File: config.mk
export PLATFORM = sky130hd
export DESIGN_NAME = spindle_feedback_monitor
export DESIGN_NICKNAME = d
export VERILOG_FILES = /design/src/rtl/spindle_feedback_monitor.sv
export SDC_FILE = /design/constraint.sdc
export NUM_CORES = 1
export LEC_CHECK = 0
export CORE_MARGIN = 1.5
export CORE_UTILIZATION = 60
export CTS_BUF_LIST = sky130_fd_sc_hd__clkbuf_4 sky130_fd_sc_hd__clkbuf_8 sky130_fd_sc_hd__clkbuf_16
export CTS_CLUSTER_SIZE = 24
export DETAILED_ROUTE_END_ITERATION = 7
export PLACE_DENSITY = 0.88
export SKIP_CTS_REPAIR_TIMING = 1
export SLEW_MARGIN = 5
export SYNTH_ARGS = -nofsm -noshare
export SYNTH_HDL_FRONTEND = slang
export SYNTH_SLANG_ARGS = --single-unit
File: constraint.sdc
create_clock -name clk -period 3.96 [get_ports clk]
set_clock_uncertainty 0.15 [all_clocks]
set_input_delay 0.396 -clock clk [delete_from_list [all_inputs] [get_ports clk]]
set_output_delay 0.396 -clock clk [all_outputs]
set_load 0.02 [all_outputs]
File: src/rtl/spindle_feedback_monitor.sv
// spindle_feedback_monitor
//
// Closed-loop feedback monitor for the lathe spindle run command. It measures
// spindle speed over a fixed gate window and checks three things: the spindle
// starts when commanded, keeps running while commanded, and stops when released.
// If any check fails, it latches a fault and asserts the run interlock (inhibit).
//
// Optional feature macro: FB_GLITCH_FILTER_EN
//   When defined, the synchronized feedback level must be stable for
//   3 consecutive samples before it is accepted. Edge latency becomes
//   4 cycles, and pulses shorter than 3 cycles are rejected.
//   When undefined, there is no filter and edge latency is 2 cycles.
//
// Ports:
//   clk          in   system clock
//   reset        in   asynchronous active-high reset
//   ena          in   clock enable; 0 freezes all state
//   cmd_run      in   spindle run command from the controller
//   fb_pulse     in   raw asynchronous hall/encoder pulse
//   clear_fault  in   fault acknowledge (honoured only with cmd_run low)
//   running      out  high in RUN
//   fault        out  high in FAULT
//   inhibit      out  copy of fault; gates the controller's run output
//   fault_code   out  0 none, 1 no spin-up, 2 stall, 3 unexpected/overrun motion
//   speed        out  pulse count of the last completed window, saturating at 255
//   speed_valid  out  one-cycle strobe when speed updates
//   state        out  IDLE=0, SPINUP=1, RUN=2, SPINDOWN=3, FAULT=4

module spindle_feedback_monitor #(
    parameter int unsigned GATE_CYCLES  = 50_000,
    parameter int unsigned ACK_TIMEOUT  = 100_000_000,
    parameter int unsigned STOP_TIMEOUT = 250_000_000,
    parameter int unsigned MIN_PULSES   = 2
) (
    input  logic       clk,
    input  logic       reset,
    input  logic       ena,
    input  logic       cmd_run,
    input  logic       fb_pulse,
    input  logic       clear_fault,
    output logic       running,
    output logic       fault,
    output logic       inhibit,
    output logic [1:0] fault_code,
    output logic [7:0] speed,
    output logic       speed_valid,
    output logic [2:0] state
);

    localparam int unsigned GateW    = (GATE_CYCLES > 1) ? $clog2(GATE_CYCLES) : 1;
    localparam int unsigned TimerMax = (ACK_TIMEOUT > STOP_TIMEOUT) ? ACK_TIMEOUT : STOP_TIMEOUT;
    localparam int unsigned TimerW   = $clog2(TimerMax + 1);

    localparam logic [GateW-1:0]  GateLast = GateW'(GATE_CYCLES - 1);
    localparam logic [TimerW-1:0] AckLast  = TimerW'(ACK_TIMEOUT - 1);
    localparam logic [TimerW-1:0] StopLast = TimerW'(STOP_TIMEOUT - 1);

    typedef enum logic [2:0] {
        StIdle     = 3'd0,
        StSpinup   = 3'd1,
        StRun      = 3'd2,
        StSpindown = 3'd3,
        StFault    = 3'd4
    } state_e;

    state_e             state_q, state_d;
    logic [1:0]         code_q, code_d;
    logic [TimerW-1:0]  timer_q, timer_d;
    logic [GateW-1:0]   gate_q;
    logic [7:0]         pulse_cnt_q;
    logic [7:0]         speed_q;
    logic               speed_valid_q;
    logic               sync1_q, sync2_q;
    logic               pulse_edge;
    logic [7:0]         win_count;
    logic               gate_end;
    logic               win_moving;

    // ------------------------------------------------------------------
    // Feedback input path: 2-flop synchronizer, optional filter, edge detect
    // ------------------------------------------------------------------
`ifdef FB_GLITCH_FILTER_EN
    logic hist1_q, hist2_q, filt_q;

    // Accept a new level only after sync2, hist1 and hist2 all agree on it.
    // The rising edge is counted on the same edge that updates filt_q.
    assign pulse_edge = sync2_q & hist1_q & hist2_q & ~filt_q;

    always_ff @(posedge clk or posedge reset) begin
        if (reset) begin
            sync1_q <= 1'b0;
            sync2_q <= 1'b0;
            hist1_q <= 1'b0;
            hist2_q <= 1'b0;
            filt_q  <= 1'b0;
        end else if (ena) begin
            sync1_q <= fb_pulse;
            sync2_q <= sync1_q;
            hist1_q <= sync2_q;
            hist2_q <= hist1_q;
            if ((sync2_q == hist1_q) && (hist1_q == hist2_q)) begin
                filt_q <= sync2_q;
            end
        end
    end
`else
    logic prev_q;

    assign pulse_edge = sync2_q & ~prev_q;

    always_ff @(posedge clk or posedge reset) begin
        if (reset) begin
            sync1_q <= 1'b0;
            sync2_q <= 1'b0;
            prev_q  <= 1'b0;
        end else if (ena) begin
            sync1_q <= fb_pulse;
            sync2_q <= sync1_q;
            prev_q  <= sync2_q;
        end
    end
`endif

    // ------------------------------------------------------------------
    // Gate window and pulse counting
    // ------------------------------------------------------------------
    // The window total includes any edge that lands in the gate-end cycle itself.
    assign win_count  = (pulse_cnt_q == 8'hFF) ? 8'hFF : pulse_cnt_q + {7'd0, pulse_edge};
    assign gate_end   = (gate_q == GateLast);
    assign win_moving = ({24'd0, win_count} >= 32'(MIN_PULSES));

    always_ff @(posedge clk or posedge reset) begin
        if (reset) begin
            gate_q        <= '0;
            pulse_cnt_q   <= 8'd0;
            speed_q       <= 8'd0;
            speed_valid_q <= 1'b0;
        end else if (ena) begin
            gate_q        <= gate_end ? '0 : gate_q + GateW'(1);
            pulse_cnt_q   <= gate_end ? 8'd0 : win_count;
            speed_valid_q <= gate_end;
            if (gate_end) begin
                speed_q <= win_count;
            end
        end else begin
            // A frozen strobe would otherwise read as repeated updates.
            speed_valid_q <= 1'b0;
        end
    end

    // ------------------------------------------------------------------
    // FSM: state register
    // ------------------------------------------------------------------
    always_ff @(posedge clk or posedge reset) begin
        if (reset) begin
            state_q <= StIdle;
            code_q  <= 2'd0;
            timer_q <= '0;
        end else if (ena) begin
            state_q <= state_d;
            code_q  <= code_d;
            timer_q <= timer_d;
        end
    end

    // ------------------------------------------------------------------
    // FSM: next state (priority follows branch order inside each state)
    // ------------------------------------------------------------------
    always_comb begin
        state_d = state_q;
        code_d  = code_q;
        unique case (state_q)
            StIdle: begin
                if (gate_end && win_moving) begin
                    state_d = StFault;
                    code_d  = 2'd3;
                end else if (cmd_run) begin
                    state_d = StSpinup;
                end
            end
            StSpinup: begin
                if (!cmd_run) begin
                    state_d = StSpindown;
                end else if (gate_end && win_moving) begin
                    state_d = StRun;
                end else if (timer_q == AckLast) begin
                    state_d = StFault;
                    code_d  = 2'd1;
                end
            end
            StRun: begin
                if (!cmd_run) begin
                    state_d = StSpindown;
                end else if (gate_end && !win_moving) begin
                    state_d = StFault;
                    code_d  = 2'd2;
                end
            end
            StSpindown: begin
                if (cmd_run) begin
                    state_d = StSpinup;
                end else if (gate_end && !win_moving) begin
                    state_d = StIdle;
                end else if (timer_q == StopLast) begin
                    state_d = StFault;
                    code_d  = 2'd3;
                end
            end
            StFault: begin
                if (clear_fault && !cmd_run) begin
                    state_d = StIdle;
                    code_d  = 2'd0;
                end
            end
            default: begin
                state_d = StIdle;
                code_d  = 2'd0;
            end
        endcase
        // The timer restarts on every state entry.
        timer_d = (state_d != state_q) ? '0 : timer_q + TimerW'(1);
    end

    // ------------------------------------------------------------------
    // FSM: outputs (all derived from registers)
    // ------------------------------------------------------------------
    always_comb begin
        running     = (state_q == StRun);
        fault       = (state_q == StFault);
        inhibit     = (state_q == StFault);
        fault_code  = code_q;
        speed       = speed_q;
        speed_valid = speed_valid_q;
        state       = state_q;
    end

endmodule
==> results of run 1 <==
==> layout make-up <==
type / count / area [um^2] / area share, %
well taps: 77 / 96.3 / 2.17
clock buffers: 10 / 138 / 3.10
clock inverters: 6 / 86.3 / 1.94
flip-flops and latches: 69 / 1730 / 38.8
repair buffers: 26 / 250 / 5.63
multi-input cells: 327 / 2110 / 47.5
inverters: 10 / 37.5 / 0.844
==> worst paths after layout <==
kind / end / depth (start not counted)
worst max-delay path: timer_q[8]$_DFFE_PP0P_ / 12
worst min-delay path: speed[3]$_DFFE_PP0P_ / 2
worst max register to register: timer_q[8]$_DFFE_PP0P_ / 12
worst min register to register: speed[3]$_DFFE_PP0P_ / 2
max in group asynchronous: timer_q[27]$_DFFE_PP0P_ / 3
min in group asynchronous: timer_q[6]$_DFFE_PP0P_ / 2
==> power by group <==
group          switching [uW]  internal [uW]  leakage [uW]
Clock                     281            370      0.000112
Sequential                129            788      0.000929
Combinational             381            262      0.000814
==> synthesized netlist by cell type (6+ instances only) <==
| library cell | instances |
|---|---|
| nand2_1 | 42 |
| o21ai_0 | 22 |
| nor2_1 | 39 |
| dfrtp_1 | 69 |
| clkbuf_1 | 14 |
| xor2_1 | 21 |
| mux2i_1 | 7 |
| a21oi_1 | 13 |
| and3_1 | 8 |
| nand4_1 | 17 |
| o2bb2ai_1 | 6 |
| nor2_2 | 20 |
| nor3_1 | 6 |
| inv_1 | 10 |
| xnor2_1 | 18 |
| nand3_1 | 24 |
==> state kept, by name (all words and copies together), names as in the netlist <==
name and cells:
fault_code 2, gate_q 16, prev_q 1, pulse_cnt_q 8
speed 8, speed_valid 1, state 3, sync1_q 1
sync2_q 1, timer_q 28
==> logic make-up after synthesis <==
family                     Yosys count  synth area share (%)
AOI/OAI and AO/OA                   72                  12.5
xor gates and xnor gates            39                  8.57
adders and majority gates            4                  1.26
buffers and inverters               33                  3.73
DFF                                 69                  43.3
muxes                               11                  2.89
and+or+nand+nor                    201                  27.8
==> per-layer routing <==
layer  vias up  track usage (%)
li1       1563                -
met1      1623             36.1
met2       127             40.8
met3        33             5.21
met4         0             11.1
met5         -                0
==> metrics by stage <==
| stage | std cells | setup WS (ns) | power, uW | area (um^2) |
|---|---|---|---|---|
| 6_report | 525 | 0.305 | 2210 | 4450 |
| 5_1_grt | 525 | 0.0164 | 2330 | 4450 |
| 4_1_cts | 525 | 0.350 | 2210 | 4450 |
| 3_5_place_dp | 509 | 0.403 | 1550 | 4220 |
| 3_3_place_gp | 509 | 0.590 | 1520 | 4220 |
| 2_1_floorplan | 429 | 0.873 | 1400 | 3990 |
==> worst min-delay path, cell delays in order, from the launching register on <==
cell	delay [ns]
dfrtp_1	0.35
nand2_1	0.05
nand2_1	0.05
==> flow_summary_export.csv, run 1 <==
group,metric,value,unit
critical_path,reg2reg_from,"sync2_q$_DFFE_PP0P_",
cells_and_area,drive_gt1_share,12.7,%
pwr,ir_drop,0.000355,V
place,io_buffer_count,22,
hold_path,hp-class,"flip-flop to flip-flop",
critical_path,cp_slowest_cell,"o41ai_1",
critical_path,critPathArrivalTime,3.73,ns
cts,htree_num_levels,3,
grt,grt_pass1_vias,3149,
drt,viasPerCell,6.37,
logic_synthesis,synth_cells,429,
timing,final_max_slew_viol_count,0,
timing,tightest_slew,0.729,ns
timing,max_freq,274,MHz
logic_synthesis,synth_edf_count,0,
drt,num_vias,3346,
drt,wire_per_inst,16.5,um
pwr,p_per_area,497,nW/um^2
logic_synthesis,syn-num-nets,439,
place,routabilityCongestion,0.875,
floorplanning,fp.dieH,84.5,um
critical_path,cp.required,4.03,ns
drt,wl_met2,4.21,mm
critical_path,critPathKind,"flip-flop to flip-flop",
critical_path,crit_fanout,25,
logic_synthesis,synth_ff_type,"dfrtp_1",
floorplanning,die_x,84.5,um
logic_synthesis,async_reset_ff_share,100,%
flow_run,max_cap_violations,0,
cts,cts-root-buf,"clkbuf_8",
cells_and_area,final_cell_mix,"dfrtp_1 (69), nand2_1 (42), nor2_1 (39)",
logic_synthesis,synth.area.top_cells,"dfrtp_1 (43%), xor2_1 (4.6%), nand2_1 (4.0%)",
drt,wl_met1,3.76,mm
logic_synthesis,synth-seq-cells,69,
critical_path,crit_chain,"nor2b_1, ha_1, ha_1, nand2_1, o41ai_1, o2bb2ai_1, nor2_1, a211o_2, o221ai_2, a31oi_4, buf_4, nor3_1",
cells_and_area,antenna_cells,0,
floorplanning,core-area,6390,um^2
timing,hold_slack,0.327,ns
logic_synthesis,synth_area,3990,um^2
critical_path,crit_path_max_incr_delay,0.44,ns
drt,ant_nets,0,
cts,cts_buffers,9,
drt,wl_met3,453,um
grt,grt_start_max_net_pins,37,
place,hpwl,5.78,mm
drt,firstDrtPassIters,5,
cells_and_area,final_util,69.6,%
critical_path,r2r_slack,0.30,ns
cts,cts_tree,"yes",
drt,routed.top_layer,"met4",
critical_path,cp-start-kind,"flip-flop",
cells_and_area,nNetsFinal,453,
cells_and_area,layout_commonest_cell,"dfrtp_1",
timing,fin_crit_sh,92.3,%
logic_synthesis,synth_largest_area_cell,"dfrtp_1",
timing,rsz0062_at_grt,"no",
timing,fin_crit,3.66,ns
grt,grt_antenna_before_repair,0,
logic_synthesis,synth_top_area_share,43.3,%
grt,grt_pass1_wl,15.0,mm
critical_path,path_common_cell,"ha_1",
drt,wl,8.69,mm
floorplanning,placementRows,29,
timing,finalSetupViolCount,0,
cts,path_clk_slew,0.08,ns
hold_path,min_from,"speed[3]$_DFFE_PP0P_",
outcome,status,"finished, final reports clean",
cts,clock-sinks,69,
critical_path,critical-path-top-delay-family,"compound AO/OA/AOI/OAI gates",
logic_synthesis,synth_cell_types,64,
cts,clk_latency,0.35,ns
grt,grt_usage,26.2,%
floorplanning,io_pins,23,
logic_synthesis,avgSynthCellArea,9.30,um^2
cells_and_area,area_delta_synth_final,11.5,%
logic_synthesis,ys_warn_count,0,
critical_path,crit_buf_inv,1,
floorplanning,start_util,62.4,%
critical_path,crit_start,"sync2_q$_DFFE_PP0P_",
pwr,p_leak,0.00186,uW
timing,fin_setup_tns,0,ns
timing,slew_headroom,51.3,%
floorplanning,dieArea,7140,um^2
grt,overflow,0,
logic_synthesis,ys_seq_area_share,43.3,%
timing,hold_viol_final,0,
cells_and_area,fill_cells,491,
critical_path,end_kind,"flip-flop",
cts,clockBufferDepth,2,
drt,drt_iter0_markers,297,
drt,drc,0,
(Power assumes the default switching activity.)
==> run 2: changes to the inputs <==
--- a/config.mk
+++ b/config.mk
@@ -10,7 +10,7 @@
 export CTS_BUF_LIST = sky130_fd_sc_hd__clkbuf_4 sky130_fd_sc_hd__clkbuf_8 sky130_fd_sc_hd__clkbuf_16
 export CTS_CLUSTER_SIZE = 24
 export DETAILED_ROUTE_END_ITERATION = 7
-export PLACE_DENSITY = 0.88
+export PLACE_DENSITY_LB_ADDON = 0.08
 export SKIP_CTS_REPAIR_TIMING = 1
 export SLEW_MARGIN = 5
 export SYNTH_ARGS = -nofsm -noshare
==> constraint.sdc (replaced) <==
create_clock -name clk -period 3.9 [get_ports clk]
set_clock_uncertainty 0.15 [all_clocks]
set_input_delay 0.39 -clock clk [delete_from_list [all_inputs] [get_ports clk]]
set_output_delay 0.39 -clock clk [all_outputs]
set_load 0.02 [all_outputs]
==> run 2 against run 1 <==
Effect of this change: wire length shrank 7.5%; maximum frequency grew 2.4%; critical path depth is the same; clock power shrank 6.9%; via count shrank 4.8%; non-clock buffer count is 2 higher; count of clock-buffer cells in the layout stayed put; sequential cell count stayed put; sequential power rose by 1%; sequential share of layout area hardly changed; critical endpoint unchanged; largest power group unchanged.
==> flow_summary_export.csv, run 2 (synthesis gave the netlist of run 1 again) <==
group,metric,value,unit
outcome,status,"finished, final reports clean",
place,hpwl,5.60,mm
place,dp.cells,511,
hold_path,hp-class,"input pin to asynchronous set/reset pin",
cells_and_area,layout_commonest_cell,"dfrtp_1",
timing,tightest_slew,0.695,ns
timing,fin_setup_tns,0,ns
timing,finalSetupViolCount,0,
cells_and_area,antenna_cells,0,
timing,rsz0062_at_grt,"no",
grt,overflow,0,
cells_and_area,fin_cells,527,
drt,drc,0,
critical_path,critPathKind,"flip-flop to flip-flop",
drt,ant_nets,0,
drt,drt_iter0_markers,134,
drt,viasPerCell,6.04,
critical_path,r2r_slack,0.33,ns
timing,slew_headroom,53.7,%
drt,firstDrtPassIters,4,
timing,fin_crit_sh,91.5,%
floorplanning,die_x,84.5,um
timing,final_max_slew_viol_count,0,
cts,clk_latency,0.35,ns
cts,cts_buffers,9,
cells_and_area,nNetsFinal,455,
drt,wire_per_inst,15.3,um
cells_and_area,area_delta_synth_final,11.5,%
cells_and_area,largest_reg_flops,28,
grt,grt_usage,24.3,%
timing,fin_crit,3.57,ns
critical_path,end_kind,"flip-flop",
floorplanning,io_pins,23,
critical_path,timing.rr.end,"timer_q[8]$_DFFE_PP0P_",
place,io_buffer_count,22,
pwr,p_leak,0.00186,uW
cells_and_area,multi_input_area,2110,um^2
critical_path,critPathArrivalTime,3.63,ns
flow_run,max_cap_violations,0,
cells_and_area,final_cell_mix,"dfrtp_1 (69), nand2_1 (42), nor2_1 (39)",
cts,htree_num_levels,3,
cells_and_area,drive_gt1_share,13.1,%
grt,grt_start_max_net_pins,32,
critical_path,reg2reg_from,"sync2_q$_DFFE_PP0P_",
cells_and_area,regArea,1730,um^2
floorplanning,placementRows,29,
cells_and_area,top_regs,"timer_q: 28 flops, gate_q: 16 flops",
pwr,p_per_area,489,nW/um^2
floorplanning,start_util,62.4,%
critical_path,crit_fanout,25,
cells_and_area,fill_cells,518,
cts,cts_tree,"yes",
critical_path,cp-start-kind,"flip-flop",
grt,grt_pass1_wl,14.1,mm
cts,path_clk_slew,0.08,ns
cts,clockBufferDepth,2,
drt,wl,8.04,mm
place,routabilityCongestion,0.918,
timing,max_freq,280,MHz
floorplanning,fp.dieH,84.5,um
grt,grt_antenna_before_repair,0,
floorplanning,core-area,6390,um^2
drt,num_vias,3184,
critical_path,reg2reg_depth,12,
timing,hold_viol_final,0,
cts,clock-sinks,69,
critical_path,cp.required,3.96,ns
cells_and_area,top_register,"timer_q",
cts,cts-root-buf,"clkbuf_8",
pwr,ir_drop,0.000339,V
grt,grt_pass1_vias,3123,
floorplanning,dieArea,7140,um^2
-- run 2: changes by cell type in the layout (fill, tap and decap cells not counted), sizes merged --
| cell | delta |
|---|---|
| buf | +2 |
| bufinv | -1 |
| clkinv | +1 |
| clkinvlp | -1 |
| inv | +1 |
-- run 2: layout make-up --
| class | instances | share of cell area (%) |
|---|---|---|
| Multi-Input combinational cell | 327 | 47.5 |
| Timing Repair Buffer | 28 | 5.97 |
| Clock inverter | 6 | 1.58 |
| Clock buffer | 10 | 3.10 |
| Sequential cell | 69 | 38.8 |
| Inverter | 10 | 0.844 |
| Tap cell | 77 | 2.17 |
-- run 2: power by group --
group	internal, uW	switching [uW]
combinational	266	368
clock	317	290
sequential	800	131
total	1380	789
-- run 2: worst max path at each step --
stage                                   start  slack [ns]                      end  cells past startpoint
after global placement    sync2_q$_DFFE_PP0P_        0.51   timer_q[8]$_DFFE_PP0P_                     12
final                     sync2_q$_DFFE_PP0P_        0.33   timer_q[8]$_DFFE_PP0P_                     12
after detailed placement  sync2_q$_DFFE_PP0P_        0.37   timer_q[8]$_DFFE_PP0P_                     12
after global routing      sync2_q$_DFFE_PP0P_        0.02   timer_q[8]$_DFFE_PP0P_                     12
after floorplan           sync2_q$_DFFE_PP0P_        0.81  timer_q[18]$_DFFE_PP0P_                     12
after CTS                 sync2_q$_DFFE_PP0P_        0.34   timer_q[8]$_DFFE_PP0P_                     12
-- run 2: layer usage --
metal / up-vias / global-route usage (%) / share of wire (%)
met5: - / 0 / 0
met4: 0 / 9.09 / 1.3
met3: 12 / 5.80 / 4.5
met2: 85 / 39.2 / 50
met1: 1519 / 32.1 / 45
li1: 1568 / - / -
-- run 2: metrics by stage --
stage          total power (uW)  util, %  hold slack [ns]  area, um^2  worst slack, ns
2_1_floorplan              1430        -            0.301        3990            0.813
3_3_place_gp               1550     66.4            0.300        4240            0.513
3_5_place_dp               1570     66.4            0.306        4240            0.368
4_1_cts                    2180     69.6            0.222        4450            0.342
5_1_grt                    2300     69.6            0.243        4450           0.0162
6_report                   2170     69.6            0.212        4450            0.332
-- run 2: critical path, cell delays in order (launching register included) --
cell,delay [ns]
dfrtp_1,0.39
nor2b_1,0.14
ha_1,0.20
ha_1,0.32
or4_1,0.47
o41ai_1,0.10
o2bb2ai_1,0.14
nor2_1,0.42
mux2i_1,0.35
o21ai_2,0.13
a31oi_4,0.15
buf_4,0.37
nor3_1,0.11
==> run 3: changes to the inputs <==
--- a/config.mk
+++ b/config.mk
@@ -12,7 +12,7 @@
 export DETAILED_ROUTE_END_ITERATION = 7
 export PLACE_DENSITY_LB_ADDON = 0.08
 export SKIP_CTS_REPAIR_TIMING = 1
-export SLEW_MARGIN = 5
+export SLEW_MARGIN = 20
 export SYNTH_ARGS = -nofsm -noshare
 export SYNTH_HDL_FRONTEND = slang
 export SYNTH_SLANG_ARGS = --single-unit
==> results of run 3 <==
No change in the layout: final DEF, timing and power equal those of run 2.
